**config.mk**
```make
export PLATFORM = sky130hd
export DESIGN_NAME = ccd_pixel_stream
export DESIGN_NICKNAME = d
export VERILOG_FILES = /design/src/rtl/ccd_pixel_stream.sv
export SDC_FILE = /design/constraint.sdc
export NUM_CORES = 2
export LEC_CHECK = 0
export CORE_ASPECT_RATIO = 1.75
export CORE_UTILIZATION = 63
export DETAILED_ROUTE_END_ITERATION = 10
export PLACE_DENSITY_LB_ADDON = 0.1
export SLEW_MARGIN = 20
export SYNTH_ARGS = -nofsm -noshare
export SYNTH_HDL_FRONTEND = slang
export SYNTH_SLANG_ARGS = --single-unit
```
**constraint.sdc**
```tcl
create_clock -name clk -period 11.1 [get_ports clk]
set_input_delay 1.11 -clock clk [delete_from_list [all_inputs] [get_ports clk]]
set_output_delay 1.11 -clock clk [all_outputs]
set_load 0.02 [all_outputs]
```
**src/rtl/ccd_pixel_stream.sv**
```systemverilog
// ----------------------------------------------------------------------------
// ccd_pixel_stream
//   Turns 16-bit CCD pixel words (plus an optional frame sync word) into a
//   byte stream, MSB first. Bytes are held in a byte FIFO and offered on a
//   first-word-fall-through valid/ready port for the FT245 writer. The ADC
//   side cannot be stalled, so a word that cannot be stored is dropped and
//   recorded in the sticky overflow flag.
//
// Ports
//   clk          system clock
//   rst          synchronous reset, active-high
//   pix_data     pixel word from the AD9826 capture logic
//   pix_valid    one-cycle strobe qualifying pix_data
//   frame_start  one-cycle strobe: queue SYNC_WORD and clear pix_count
//   flush        synchronous clear of FIFO, writer and flags
//   tx_data      FIFO head byte (0 while empty)
//   tx_valid     FIFO non-empty
//   tx_ready     consumer takes tx_data this cycle
//   fill_level   bytes currently stored
//   overflow     sticky: at least one word was dropped
//   pix_count    pixels accepted since last frame_start/flush/rst
// ----------------------------------------------------------------------------
module ccd_pixel_stream #(
    parameter int          ADDR_W    = 9,
    parameter logic [15:0] SYNC_WORD = 16'hA55A
) (
    input  logic              clk,
    input  logic              rst,
    input  logic [15:0]       pix_data,
    input  logic              pix_valid,
    input  logic              frame_start,
    input  logic              flush,
    output logic [7:0]        tx_data,
    output logic              tx_valid,
    input  logic              tx_ready,
    output logic [ADDR_W:0]   fill_level,
    output logic              overflow,
    output logic [15:0]       pix_count
);

    localparam int              DEPTH   = 1 << ADDR_W;
    localparam logic [ADDR_W:0] DEPTH_L = (ADDR_W + 1)'(DEPTH);

    typedef enum logic [0:0] {
        ST_IDLE = 1'b0,
        ST_LO   = 1'b1
    } wr_state_t;

    wr_state_t         state_r;
    wr_state_t         state_nxt_s;
    logic [7:0]        lo_byte_r;
    logic [ADDR_W-1:0] wr_ptr_r;
    logic [ADDR_W-1:0] rd_ptr_r;
    logic [ADDR_W-1:0] rd_ptr_nxt_s;
    logic [ADDR_W:0]   fill_r;
    logic [ADDR_W:0]   fill_nxt_s;
    logic [ADDR_W:0]   fill_after_pop_s;
    logic [7:0]        mem_r [0:DEPTH-1];
    logic [7:0]        tx_data_r;
    logic [7:0]        tx_data_nxt_s;
    logic              tx_valid_r;
    logic              overflow_r;
    logic [15:0]       pix_count_r;
    logic [15:0]       pix_count_nxt_s;

    logic              clear_s;
    logic              pop_s;
    logic              space_ok_s;
    logic              cand_s;
    logic [15:0]       cand_word_s;
    logic              accept_s;
    logic              wr_en_s;
    logic [7:0]        wr_byte_s;
    logic              drop_s;

    assign tx_data    = tx_data_r;
    assign tx_valid   = tx_valid_r;
    assign fill_level = fill_r;
    assign overflow   = overflow_r;
    assign pix_count  = pix_count_r;

    // Writer decisions, FIFO bookkeeping and next head byte
    always_comb begin
        clear_s     = rst | flush;
        pop_s       = tx_valid_r & tx_ready;
        // A same-cycle pop is deliberately not credited: space is judged on
        // the registered fill so a word is only started with room for both bytes.
        space_ok_s  = ((DEPTH_L - fill_r) >= (ADDR_W + 1)'(2));
        cand_s      = frame_start | pix_valid;
        cand_word_s = frame_start ? SYNC_WORD : pix_data;
        accept_s    = 1'b0;
        wr_en_s     = 1'b0;
        wr_byte_s   = 8'h00;
        drop_s      = 1'b0;
        state_nxt_s = state_r;

        case (state_r)
            ST_IDLE: begin
                if (cand_s && space_ok_s) begin
                    accept_s    = 1'b1;
                    wr_en_s     = 1'b1;
                    wr_byte_s   = cand_word_s[15:8];
                    state_nxt_s = ST_LO;
                end else begin
                    accept_s    = 1'b0;
                end
                // A pixel colliding with frame_start loses, as does any
                // candidate refused for space.
                drop_s = (frame_start & pix_valid) | (cand_s & ~space_ok_s);
            end
            ST_LO: begin
                wr_en_s     = 1'b1;
                wr_byte_s   = lo_byte_r;
                state_nxt_s = ST_IDLE;
                drop_s      = cand_s;
            end
            default: begin
                state_nxt_s = ST_IDLE;
            end
        endcase

        if (frame_start) begin
            pix_count_nxt_s = 16'h0000;
        end else if (accept_s) begin
            pix_count_nxt_s = pix_count_r + 16'h0001;
        end else begin
            pix_count_nxt_s = pix_count_r;
        end

        fill_after_pop_s = fill_r - (ADDR_W + 1)'(pop_s);
        fill_nxt_s       = fill_after_pop_s + (ADDR_W + 1)'(wr_en_s);

        if (pop_s) begin
            rd_ptr_nxt_s = rd_ptr_r + ADDR_W'(1);
        end else begin
            rd_ptr_nxt_s = rd_ptr_r;
        end

        // The head byte is registered; when the FIFO is (or becomes) empty
        // apart from this edge's write, that write is the new head.
        if (fill_nxt_s == (ADDR_W + 1)'(0)) begin
            tx_data_nxt_s = 8'h00;
        end else if (fill_after_pop_s == (ADDR_W + 1)'(0)) begin
            tx_data_nxt_s = wr_byte_s;
        end else begin
            tx_data_nxt_s = mem_r[rd_ptr_nxt_s];
        end
    end

    // Byte storage; contents need no reset since fill/pointers gate them
    always_ff @(posedge clk) begin
        if (!clear_s && wr_en_s) begin
            mem_r[wr_ptr_r] <= wr_byte_s;
        end
    end

    // Writer FSM, pointers, flags and registered read-side outputs
    always_ff @(posedge clk) begin
        if (clear_s) begin
            state_r     <= ST_IDLE;
            lo_byte_r   <= 8'h00;
            wr_ptr_r    <= '0;
            rd_ptr_r    <= '0;
            fill_r      <= '0;
            tx_data_r   <= 8'h00;
            tx_valid_r  <= 1'b0;
            overflow_r  <= 1'b0;
            pix_count_r <= 16'h0000;
        end else begin
            state_r     <= state_nxt_s;
            if (accept_s) begin
                lo_byte_r <= cand_word_s[7:0];
            end
            if (wr_en_s) begin
                wr_ptr_r <= wr_ptr_r + ADDR_W'(1);
            end
            rd_ptr_r    <= rd_ptr_nxt_s;
            fill_r      <= fill_nxt_s;
            tx_data_r   <= tx_data_nxt_s;
            tx_valid_r  <= (fill_nxt_s != (ADDR_W + 1)'(0));
            overflow_r  <= overflow_r | drop_s;
            pix_count_r <= pix_count_nxt_s;
        end
    end

endmodule

```
==> flow_summary_export.csv <==
group,metric,value,unit
floorplanning,die_w,390,um
floorplanning,initial_core_util,63.3,%
drt,drt_iter0_markers,14300,
drt,routed_via_density,6.98,
clock_tree,path_clk_slew,0.06,ns
drt,drc_errors,0,
floorplanning,die-area,266000,um2
hold_path,hp-class,"reg2reg",
clock_tree,tritoncts,"done",
pwr,total_power,33.6,mW
drt,drt.antenna.violating_nets,0,
clock_tree,cts_buffers,358,
floorplanning,placementRows,249,
sta,slew_viol_final,0,
clock_tree,clock_latency,0.91,ns
cells_and_area,area_growth_syn_to_layout,9.52,%
yosys,synth_nets,11400,
yosys,synthDistinctLibCells,105,
clock_tree,clockBufferDepth,4,
yosys,synth_common_cells,"edfxtp_1, nand2_1, nor2_1",
sta,slew_headroom,8.26,%
sta,fmax,141,MHz
setup_path,required,11.91,ns
sta,period_share,64.0,%
drt,wl_per_cell,34.2,um
global_route,grt_pass1_vias,101000,
clock_tree,cts_setup_buffers,0,
clock_tree,cts_root_buffer,"clkbuf_16",
yosys,synth_simple_gate_area_share,10.6,%
cells_and_area,fill_cells,17200,
global_route,grt_max_degree,200,
floorplanning,design.core.area,263000,um2
yosys,avgSynthCellArea,14.6,um2
sta,tns,0,ns
placement,io_buffers,57,
cells_and_area,seq_area,124000,um2
yosys,synthFlopType,"edfxtp_1",
yosys,synthXorXnorAreaFrac,0.221,%
yosys,ys_seq_area_share,74.7,%
pwr,power.leakage,60.0,nW
drt,vias,105000,
drt,drt_wl_total,515000,um
setup_path,path_class,"in2reg",
yosys,syn_area,166000,um2
sta,finalSetupViolations,0,
global_route,grtUsageTotal,38.5,%
yosys,yosysTopAreaCellShare,74.0,%
yosys,synth_warnings,0,
pwr,powerDensity,185,nW/um2
cells_and_area,final_cells,15000,
setup_path,cp_max_fo,91,
yosys,synth_compound_area_share,8.06,%
cells_and_area,multiInputGateArea,38600,um2
setup_path,end_kind,"register",
cells_and_area,final_util,69.3,%
yosys,synthTopCellsByArea,"edfxtp_1, nand2_1, a211oi_1",
sta,rsz0062_at_grt,"false",
global_route,grt_pass1_wl,725000,um
yosys,synth_top_cell_by_area,"edfxtp_1",
clock_tree,post_cts_resized,0,
setup_path,start_kind,"input port",
floorplanning,ios,58,
clock_tree,cts_max_level,5,
placement,hpwlAfterDp,307000,um
clock_tree,clock_sinks,4159,
yosys,synth_mux_area_share,3.79,%
outcome,outcome,"complete, no violations",
sta,worstMarginPinSlew,1.37,ns
placement,gp_congestion,0.946,
pwr,ir_drop,0.000144,V
global_route,antenna_found_initial,23,
yosys,yosysMostFrequentCell,"edfxtp_1",
cells_and_area,final_area,182000,um2
sta,min_period,7.10,ns
yosys,synthArstFlopShare,0,%
floorplanning,die_y,682,um
global_route,gr-total-overflow,0,
sta,finClkSkew,0.0474,ns
clock_tree,cts_hold_buf,0,
drt,dr.pass1.iters,9,
cells_and_area,nets,11300,
yosys,synth_top_family_by_area,"simple AND/OR/NAND/NOR gates",
job,drv_cap,0,
cells_and_area,drive_gt1_share,8.97,%
yosys,syn_inst,11400,
yosys,synth_fa_ha_area_share,0.0963,%
placement,placement.cell_area,170000,um2
yosys,synth_edf_count,4096,
setup_path,arrival,7.91,ns
sta,hold_viol,0,
yosys,ys_ff_latch,4159,
placement,place_inst,14400,
==> metrics by stage <==
stage	setup WS, ns	hold slack [ns]
6_report	4.00	0.481
5_1_grt	4.09	0.488
4_1_cts	4.62	0.480
3_5_place_dp	3.69	0.468
3_3_place_gp	3.38	0.453
2_1_floorplan	0.994	0.450
==> layer usage <==
metal	global-route usage, %	vias to the layer above	part of all wire [%]	wire length (um)
met4	31.1	18	9.7	49900
met1	45.1	52500	32	165000
li1	-	43600	-	-
met3	7.43	1791	10	53400
met5	0	-	0.026	132
met2	62.2	7026	48	247000
==> registers in the layout (all words and copies together) (netlist names) <==
register,flops
fill_level,10
lo_byte_r,8
mem_r,4096
overflow,1
pix_count,16
rd_ptr_r,9
state_r,1
tx_data,8
tx_valid,1
wr_ptr_r,9
==> critical path, cell delays in order <==
cell	delay, ns
clkdlybuf4s50_1	0.78
nand3b_4	0.68
nand2_4	0.78
buf_12	0.49
buf_4	0.79
a211oi_1	0.20
nor4_1	0.40
o221ai_1	0.26
nor4_1	1.10
nand4_1	0.53
a221o_1	0.49
a41oi_2	0.16
==> placed cells by master (no fill, tap or decap), drive strengths merged, types with 115 or more instances in the layout <==
| cell | n |
|---|---|
| a211oi | 462 |
| a21oi | 220 |
| a311oi | 259 |
| a31oi | 233 |
| a32oi | 194 |
| and3 | 527 |
| buf | 250 |
| clkbuf | 435 |
| clkinv | 139 |
| edfxtp | 4096 |
| mux2i | 340 |
| mux4 | 127 |
| nand2 | 2226 |
| nand3 | 341 |
| nor2 | 593 |
| nor3 | 120 |
| o21ai | 115 |
==> logic make-up (layout without fill, tap and decap cells) <==
logic type / after synthesis / count (layout)
XOR/XNOR: 42 / 42
flip-flops: 4159 / 4159
buffers and inverters: 875 / 973
adder cells (fa/ha/maj): 13 / 13
other: 0 / 19
multiplexers: 471 / 471
AND/OR/NAND/NOR: 4023 / 4023
AO/OA/AOI/OAI: 1829 / 1829
==> worst paths after layout <==
kind                            startpoint          to  slack, ns  depth (start not counted)
worst min-delay path              overflow    overflow       0.48                          2
worst max register to register    tx_valid  tx_data[1]       4.28                         11
worst max-delay path              tx_ready  tx_data[1]       4.00                         12
worst min register to register    overflow    overflow       0.48                          2
==> power by group <==
part           leakage [nW]  internal (mW)  total [mW]  switching (mW)
combinational          16.6          0.875        3.20            2.32
sequential             37.6           17.6        17.7          0.0396
clock                  5.71           7.12        12.8            5.64
total                  60.0           25.6        33.6            8.00
==> final cells by class <==
class / count / share of cell area (%)
clock inverter: 213 / 1.21
tap: 3514 / 2.41
antenna: 19 / 0.0261
multi-input combinational: 6378 / 21.2
timing repair buffer: 307 / 1.66
sequential: 4159 / 68.2
inverter: 18 / 0.0419
clock buffer: 435 / 5.21
No activity file was read; power rests on OpenSTA's default activity.
